<file path="src/rtl/romulus_pkg.sv">
// Shared encodings for the Romulus sequencing controller and its round-constant LFSR.
package romulus_pkg;

  typedef enum logic [2:0] {
    ST_IDLE    = 3'd0,
    ST_INIT    = 3'd1,
    ST_TWEAK   = 3'd2,
    ST_ABSORB  = 3'd3,
    ST_ROUND   = 3'd4,
    ST_CORRECT = 3'd5,
    ST_TAG     = 3'd6
  } state_t;

  localparam logic [1:0] OP_INIT  = 2'b00;
  localparam logic [1:0] OP_TWEAK = 2'b01;
  localparam logic [1:0] OP_BLOCK = 2'b10;
  localparam logic [1:0] OP_TAG   = 2'b11;

  localparam logic [5:0] RC_INIT        = 6'h01;
  localparam int         ROUNDS_DEFAULT = 40;

  typedef struct packed {
    logic srst; logic sen; logic senc;
    logic xrst; logic xen; logic xenc;
    logic yrst; logic yen; logic yenc;
    logic zrst; logic zen; logic zenc;
    logic erst; logic correct_cnt; logic tk1s;
  } strobes_t;

  // SKINNY places rc[5:4] in row 1 and rc[3:0] in row 0 of the constant word
  function automatic logic [11:0] rc_to_constant(input logic [5:0] rc);
    return {2'b00, rc[5:4], 4'b0000, rc[3:0]};
  endfunction

endpackage

</file>
<file path="src/rtl/romulus_rc_lfsr.sv">
// 6-bit SKINNY round-constant LFSR with re-seed (load) and advance (step) controls.
module romulus_rc_lfsr
  import romulus_pkg::*;
(
  input  logic       clk,
  input  logic       rst,
  input  logic       load,
  input  logic       step,
  output logic [5:0] rc
);

  logic [5:0] rc_r;

  // Constant state: load has priority so a block can re-seed on its absorb cycle
  always_ff @(posedge clk) begin
    if (rst) begin
      rc_r <= RC_INIT;
    end else if (load) begin
      rc_r <= RC_INIT;
    end else if (step) begin
      rc_r <= {rc_r[4:0], rc_r[5] ^ rc_r[4] ^ 1'b1};
    end else begin
      rc_r <= rc_r;
    end
  end

  assign rc = rc_r;

endmodule

</file>
<file path="src/rtl/romulus_control.sv">
// Romulus datapath sequencer: command FSM, strobe decode, round constant and decrypt mask.
// Optional decryption support is enabled by defining ROMULUS_DECRYPT_EN.
module romulus_control
  import romulus_pkg::*;
#(
  parameter int BUSWIDTH      = 128,
  parameter int ROUNDS        = ROUNDS_DEFAULT,
  parameter int CONSTANTWIDTH = 12
) (
  input  logic                     clk,
  input  logic                     rst,
  input  logic                     cmd_valid,
  output logic                     cmd_ready,
  input  logic [1:0]               cmd_op,
  input  logic [7:0]               cmd_domain,
  input  logic                     cmd_decrypt,
  output logic                     pdo_valid,
  input  logic                     pdo_ready,
  output logic                     done,
  output logic                     srst,
  output logic                     sen,
  output logic                     senc,
  output logic                     xrst,
  output logic                     xen,
  output logic                     xenc,
  output logic                     yrst,
  output logic                     yen,
  output logic                     yenc,
  output logic                     zrst,
  output logic                     zen,
  output logic                     zenc,
  output logic                     erst,
  output logic                     correct_cnt,
  output logic                     tk1s,
  output logic [CONSTANTWIDTH-1:0] constant,
  output logic [7:0]               domain,
  output logic [BUSWIDTH/8-1:0]    decrypt
);

  localparam int CW = $clog2(ROUNDS) + 1;
  localparam int NB = BUSWIDTH / 8;

  state_t          state_r, state_s;
  logic [CW-1:0]   round_r;
  logic [7:0]      domain_r;
  logic [5:0]      rc_s;
  strobes_t        stb_s;
  logic            ready_s, pv_s, done_s, dec_on_s, accept_s, rc_load_s, rc_step_s;
  logic            dec_bit_s;

  romulus_rc_lfsr u_rc (
    .clk  (clk),
    .rst  (rst),
    .load (rc_load_s),
    .step (rc_step_s),
    .rc   (rc_s)
  );

  // Next-state and strobe decode
  always_comb begin
    state_s   = state_r;
    stb_s     = '0;
    ready_s   = 1'b0;
    pv_s      = 1'b0;
    done_s    = 1'b0;
    dec_on_s  = 1'b0;
    accept_s  = 1'b0;
    rc_load_s = 1'b0;
    rc_step_s = 1'b0;
    case (state_r)
      ST_IDLE: begin
        ready_s = 1'b1;
        if (cmd_valid) begin
          accept_s = 1'b1;
          case (cmd_op)
            OP_INIT:  state_s = ST_INIT;
            OP_TWEAK: state_s = ST_TWEAK;
            OP_BLOCK: state_s = ST_ABSORB;
            OP_TAG:   state_s = ST_TAG;
            default:  state_s = ST_IDLE;
          endcase
        end else begin
          state_s = ST_IDLE;
        end
      end
      ST_INIT: begin
        stb_s.srst = 1'b1;
        stb_s.xrst = 1'b1;
        stb_s.zrst = 1'b1;
        stb_s.erst = 1'b1;
        done_s     = 1'b1;
        state_s    = ST_IDLE;
      end
      ST_TWEAK: begin
        stb_s.yrst = 1'b1;
        done_s     = 1'b1;
        state_s    = ST_IDLE;
      end
      ST_ABSORB: begin
        pv_s     = 1'b1;
        dec_on_s = 1'b1;
        if (pdo_ready) begin
          stb_s.sen = 1'b1;
          rc_load_s = 1'b1;
          state_s   = ST_ROUND;
        end else begin
          state_s   = ST_ABSORB;
        end
      end
      ST_ROUND: begin
        stb_s.sen  = 1'b1; stb_s.senc = 1'b1;
        stb_s.xen  = 1'b1; stb_s.xenc = 1'b1;
        stb_s.yen  = 1'b1; stb_s.yenc = 1'b1;
        stb_s.zen  = 1'b1; stb_s.zenc = 1'b1;
        rc_step_s  = 1'b1;
        if (round_r == CW'(ROUNDS - 1)) begin
          state_s = ST_CORRECT;
        end else begin
          state_s = ST_ROUND;
        end
      end
      ST_CORRECT: begin
        stb_s.xen         = 1'b1;
        stb_s.yen         = 1'b1;
        stb_s.zen         = 1'b1;
        stb_s.correct_cnt = 1'b1;
        stb_s.tk1s        = 1'b1;
        done_s            = 1'b1;
        state_s           = ST_IDLE;
      end
      ST_TAG: begin
        pv_s = 1'b1;
        if (pdo_ready) begin
          done_s  = 1'b1;
          state_s = ST_IDLE;
        end else begin
          state_s = ST_TAG;
        end
      end
      default: state_s = ST_IDLE;
    endcase
  end

  // State, round counter and captured domain byte
  always_ff @(posedge clk) begin
    if (rst) begin
      state_r  <= ST_IDLE;
      round_r  <= '0;
      domain_r <= 8'h00;
    end else begin
      state_r <= state_s;
      if (rc_load_s) begin
        round_r <= '0;
      end else if (state_r == ST_ROUND) begin
        round_r <= round_r + CW'(1);
      end else begin
        round_r <= round_r;
      end
      if (accept_s) begin
        domain_r <= cmd_domain;
      end else begin
        domain_r <= domain_r;
      end
    end
  end

`ifdef ROMULUS_DECRYPT_EN
  logic dec_r;

  // Decrypt flag captured with the command
  always_ff @(posedge clk) begin
    if (rst) begin
      dec_r <= 1'b0;
    end else if (accept_s) begin
      dec_r <= cmd_decrypt;
    end else begin
      dec_r <= dec_r;
    end
  end

  assign dec_bit_s = dec_r;
`else
  logic unused_decrypt_s;
  assign unused_decrypt_s = cmd_decrypt;
  assign dec_bit_s        = 1'b0;
`endif

  // Outputs are forced low for the whole reset cycle, not just after it
  assign {srst, sen, senc, xrst, xen, xenc, yrst, yen, yenc,
          zrst, zen, zenc, erst, correct_cnt, tk1s} = rst ? 15'b0 : stb_s;
  assign cmd_ready = ready_s & ~rst;
  assign pdo_valid = pv_s & ~rst;
  assign done      = done_s & ~rst;
  assign domain    = rst ? 8'h00 : domain_r;
  assign constant  = (!rst && state_r == ST_ROUND) ? CONSTANTWIDTH'(rc_to_constant(rc_s)) : '0;
  assign decrypt   = (!rst && dec_on_s) ? {NB{dec_bit_s}} : '0;

endmodule

</file>
<file path="config.mk">
export PLATFORM = sky130hd
export DESIGN_NAME = romulus_control
export DESIGN_NICKNAME = d
export VERILOG_FILES = /design/src/rtl/romulus_pkg.sv /design/src/rtl/romulus_rc_lfsr.sv /design/src/rtl/romulus_control.sv
export SDC_FILE = /design/constraint.sdc
export NUM_CORES = 1
export LEC_CHECK = 0
export BUFFER_PORTS_ARGS = -buffer_cell sky130_fd_sc_hd__buf_2
export CORE_ASPECT_RATIO = 1.25
export CORE_MARGIN = 2
export CORE_UTILIZATION = 45
export DETAILED_ROUTE_END_ITERATION = 16
export PLACE_DENSITY = 0.81
export SYNTH_ARGS = -nofsm -noshare
export SYNTH_HDL_FRONTEND = slang
export SYNTH_SLANG_ARGS = --single-unit
export TNS_END_PERCENT = 20
</file>
<file path="constraint.sdc">
create_clock -name clk -period 3 [get_ports clk]
set_input_delay 0.15 -clock clk [delete_from_list [all_inputs] [get_ports clk]]
set_output_delay 0.15 -clock clk [all_outputs]
set_load 0.02 [all_outputs]
</file>
-- Word-level counts from Yosys, hierarchy flattened
Index checks and enable logic that the tools add are counted.
- bitwise logic cells: 6
- add/sub/neg operators: 1
- equal/unequal tests: 10
- reductions and logical operators: 8
- mux-type cells: 22
- operators with widths (operator ; count):
    $pmux 3 s4 ; 2
    $mux 15 ; 1
    $mux 1 ; 11
    $mux 10 ; 1
    $eq 3x3->1 const B ; 3
    $mux 3 ; 3
    $mux 8 ; 1
    $add 7x1->7 const B ; 1
    $eq 7x6->1 const B ; 1
    $eq 3x2->1 const B ; 2
    $reduce_or 2->1 ; 3
    $eq 2x2->1 const B ; 2
    $pmux 1 s2 ; 2
    $and 1x1->1 ; 3
    $eq 3x1->1 const B ; 1
    $logic_not 3->1 ; 1
    $reduce_or 3->1 ; 1
    $eq 2x1->1 const B ; 1
    $logic_not 2->1 ; 1
    $mux 2 ; 1
    $not 1->1 ; 2
    $logic_and 1x1->1 ; 1
    $logic_not 1->1 ; 1
    $xor 1x1->1 ; 1
- output and inout port bits: 54
- word-level logic and storage cells: 51
- register bits: 24

-- Depth between registers and ports, before layout
- word-level depth: 4
- depth in mapped cells: 5
- gate-level depth less buffers: 4

-- Hierarchy
A second synthesis with hierarchy kept.
- cell total of the unflattened synthesis: 183
- area, all modules: 1453.9 µm²
- modules (own cells, without submodules) (module ; sequential area each (µm²) ; times used ; cells each ; area each (µm²)):
    romulus_control ; 360.3 ; 1 ; 161 ; 1224.9
    romulus_rc_lfsr ; 120.1 ; 1 ; 22 ; 229.0

-- Worst setup path after synthesis
Ideal clock, no wire load.
- kind: register to output
- from: register state_r[0]
- to: output port constant[0]
- path slack: 1.108 ns
- cell stages (with the launch flop): 4
- arrival: 1.742 ns
- data required time: 2.850 ns
- cells stage by stage: dfxtp_1 buf_1 nor3_1 and2_1
- cells in the longest elaborated chain, start to end: 3
- RTL lines (item ; RTL line ; text):
    from (decl) ; romulus_control.sv:43 ; state_t state_r, state_s;
    from (signal assigned) ; romulus_control.sv:151 ; state_r <= state_s;
    $eq 3x3->1 ; romulus_control.sv:195 ; assign constant = (!rst && state_r == ST_ROUND) ? CONSTANTWIDTH'(rc_to_constant(rc_s)) : '0;
    $logic_and 1x1->1 ; romulus_control.sv:195 ;
    $mux 10 ; romulus_control.sv:195 ;
    to (decl) ; romulus_control.sv:35 ; output logic [CONSTANTWIDTH-1:0] constant,
Every way passes these cells.

-- Worst setup path after layout
- from: register state_r[2]
- to: output port sen
- cells in the longest elaborated chain, start to end: 3
- RTL lines (item ; RTL line ; text):
    $eq 3x3->1 or $eq 3x2->1 (tied branches) ; romulus_control.sv:70 ; case (state_r)
    $pmux 1 s2 * ; romulus_control.sv:70 ;
    $mux 15 * ; romulus_control.sv:190 ; zrst, zen, zenc, erst, correct_cnt, tk1s} = rst ? 15'b0 : stb_s;
    to (decl) ; romulus_control.sv:21 ; output logic sen,
Every way passes the cells marked *; elsewhere a longest branch is shown, timed or not.

==> impl_results.md <==
* Final Hold Fails at 0
* CP max-delay cell: or3b_1
* Power per Cell Area at 427 nW/um^2
* Flop and latch count out of synthesis at 24
* CTS Root Cell: clkbuf_4
* Final Non-Filler Cells at roughly 250
* Max Transition Viols Final at 0
* Fin crit period at between 2 and 2.5 ns
* CP Launch Type: flop
* Clock Skew at between 0.01 and 0.015 ns
* Initial antenna violation count at 0
* Initial Utilization at roughly 48%
* CTS tree: built
* Final Util at 51.6%
* Syn avg cell area at about 7.7 sq um
* Num CTS Buffers at 3
* Commonest non-fill, non-tap cell in the layout: buf_2
* Htree depth at 1
* Detail Route Antenna Nets at 0
* Post-CTS setup buffer count at 0
* RSZ-0062 raised after global routing: no
* Max-cap violations at 0
* Fillers at 317
* Worst-Skew Late Latency at a little over 0.3 ns
* Routed Wire Length at approximately 2500 microns
* Slowest stage delay, CP at about 0.64 ns
* Critical Path AT at 2.00 ns
* Hold path cells at 3
* Initial DRT Pass Iterations at 4
* Routed vias/inst at between 4 and 5
* Synth warn at 0
* CP cell instances: or3b_1, a21oi_1, buf_2
* Slew @ Worst Pin at 0.695 ns
* Crit end category: output pin
* NumNets Final at 233
* Global route overflow at 0
* Worst flop-to-flop path endpoint: round_r[5]$_SDFFE_PP0N_
* Final setup viols at 0
* Reg2Reg Setup Slack at between 0.9 and 1 ns
* Syn Inst Count at between 150 and 200
* Yosys cell types at 35
* Mean routed wirelength per cell at 9.89 microns
* Port bufs at 45
* Largest cells by area after synthesis: dfxtp_1, buf_4, a21oi_1, nand2b_1, nand2_1
* Initial DRC count at 20
* Area leader, netlist: dfxtp_1
* Hold crit path type: input port to flop
* CTS clock-pin slew for the worst setup and hold paths at around 0.13 ns
* GP Congestion at between 0.7 and 0.8
* Hold EP: domain_r[7]$_SDFFE_PP0P_
* Placed insts at between 200 and 250
* Most frequent cells in the layout: buf_2, dfxtp_1, conb_1, a21oi_1
* Syn-to-layout area delta at 7.75%
* Routed vias at about 1200
* Die ar. at 3670 sq um
* Critical path's top delay family: simple AND/OR/NAND/NOR gates
* Worst hold margin at around 0.063 ns
* Largest net degree at the start of global routing at 21
* CTS Buffer Depth at 2
* Number of gates resized after cts at 0
* Status: complete, no violations
* Top cell type's share of synthesized area at 33.4%
* Vias in the first global route at roughly 980
* First-pass GRT wire length at ~4000 microns
* Residual DRC at 0
* Detailed placement HPWL at between 1500 and 2000 microns
* # diodes at 0
* Die Height at 67.2 microns
* Fmax at around 470 MHz
* Synth Cell Area at ~1400 sq um
* Row count at 22
* FF-to-FF Start: state_r[2]$_SDFF_PP0_
* Setup_tns at 0 ns
* Critical path peak fanout at 20
* Slew HR at a little over half
* Fin crit share at a little under three quarters
* Fraction of layout cells with a size suffix above 1 at approximately a quarter
* CP Class: flop to output pin
* Hold wc startpoint: cmd_domain[7]
* Pleak at 0.784 nW
* Worst vdd ir at between 0.2 and 0.3 mV
* Core area at around 3000 sq um
* R2R cell count at 3
* Clock sinks at 24
* Post-synthesis sequential area ratio at around 33%
* GRT Total Usage at 14.5%
* Die Wd at approximately 55 microns
* I/O Pins at 69
* Req. time, crit path at between 2 and 3 ns
* CP bufs+invs at 1
* CTS Hold Bufs at 0
worst max-delay path by stage:
stage / from / to / depth (start not counted)
after floorplan: state_r[0]$_SDFF_PP0_ / constant[0] / 3
after global placement: state_r[2]$_SDFF_PP0_ / round_r[5]$_SDFFE_PP0N_ / 3
after detailed placement: state_r[2]$_SDFF_PP0_ / round_r[6]$_SDFFE_PP0N_ / 3
after CTS: state_r[2]$_SDFF_PP0_ / constant[2] / 4
after global routing: state_r[2]$_SDFF_PP0_ / constant[8] / 4
final: state_r[2]$_SDFF_PP0_ / sen / 3
through the flow:
step,cell area [sq um],total power [mW],setup WS [ns]
after floorplan,1520,0.495,1.11
after global placement,1510,0.501,1.04
after detailed placement,1510,0.503,1.00
after CTS,1550,0.670,0.802
after global routing,1550,0.705,0.613
final,1550,0.662,0.850
registers in the layout (all words and copies together), names as in the netlist:
name      flops
state_r       3
domain_r      8
u_rc.rc       6
round_r       7
cell families (layout without fill, tap and decap cells):
| family | Yosys count | after routing | synth area share (%) |
|---|---|---|---|
| AO/OA/AOI/OAI | 32 | 32 | 12.7 |
| XOR/XNOR | 4 | 4 | 2.44 |
| adder cells (fa/ha/maj) | 1 | 1 | 0.870 |
| buffers and inverters | 49 | 58 | 21.4 |
| flip-flops | 24 | 24 | 33.4 |
| other | 1 | 22 | 0.261 |
| AND/OR/NAND/NOR | 75 | 75 | 28.9 |
synth_stat cells (all sizes together):
cell and number:
nand3 4, nor4b 1, a21oi 21, nor2 15, nand3b 3, inv 9, conb 1, o221ai 1
xnor2 2, nand2b 14, o21ai 3, or4 2, and2 7, ha 1, a211o 1, o31ai 2
xor2 2, nor4 1, or3b 1, o21bai 1, nor3b 2, dfxtp 24, clkbuf 6, or3 5
nand4b 1, buf 34, nand2 15, a21o 1, or4b 2, nor3 2, a211oi 2
final cells by class:
class | count | area, sq um | share of cell area (%)
inverters | 9 | 33.8 | 2.18
repair buffers | 45 | 225 | 14.5
multi-input cells | 134 | 728 | 47.0
well taps | 36 | 45.0 | 2.91
flip-flops and latches | 24 | 480 | 31.0
clock buffers | 4 | 36.3 | 2.34
where the power goes:
| part | switching (mW) | leakage, nW | internal (mW) |
|---|---|---|---|
| registers | 0.0157 | 0.196 | 0.338 |
| clock network | 0.0926 | 0.0210 | 0.0741 |
| logic | 0.0948 | 0.567 | 0.0463 |
| total | 0.203 | 0.784 | 0.459 |
worst min-delay path: cells and delay by family:
kind,cells,cell delay (ns)
compound gates,1,0.09
simple gates,1,0.03
buf+inv,1,0.07
per-layer routing:
layer | global-route usage [%] | vias to the layer above | wire (microns)
li1 | - | 622 | -
met1 | 18.2 | 530 | 1060
met2 | 23.9 | 33 | 1270
met3 | 2.65 | 4 | 136
met5 | 0 | - | 0
met4 | 5.63 | 0 | 25
No activity file was read; power rests on OpenSTA's default activity.
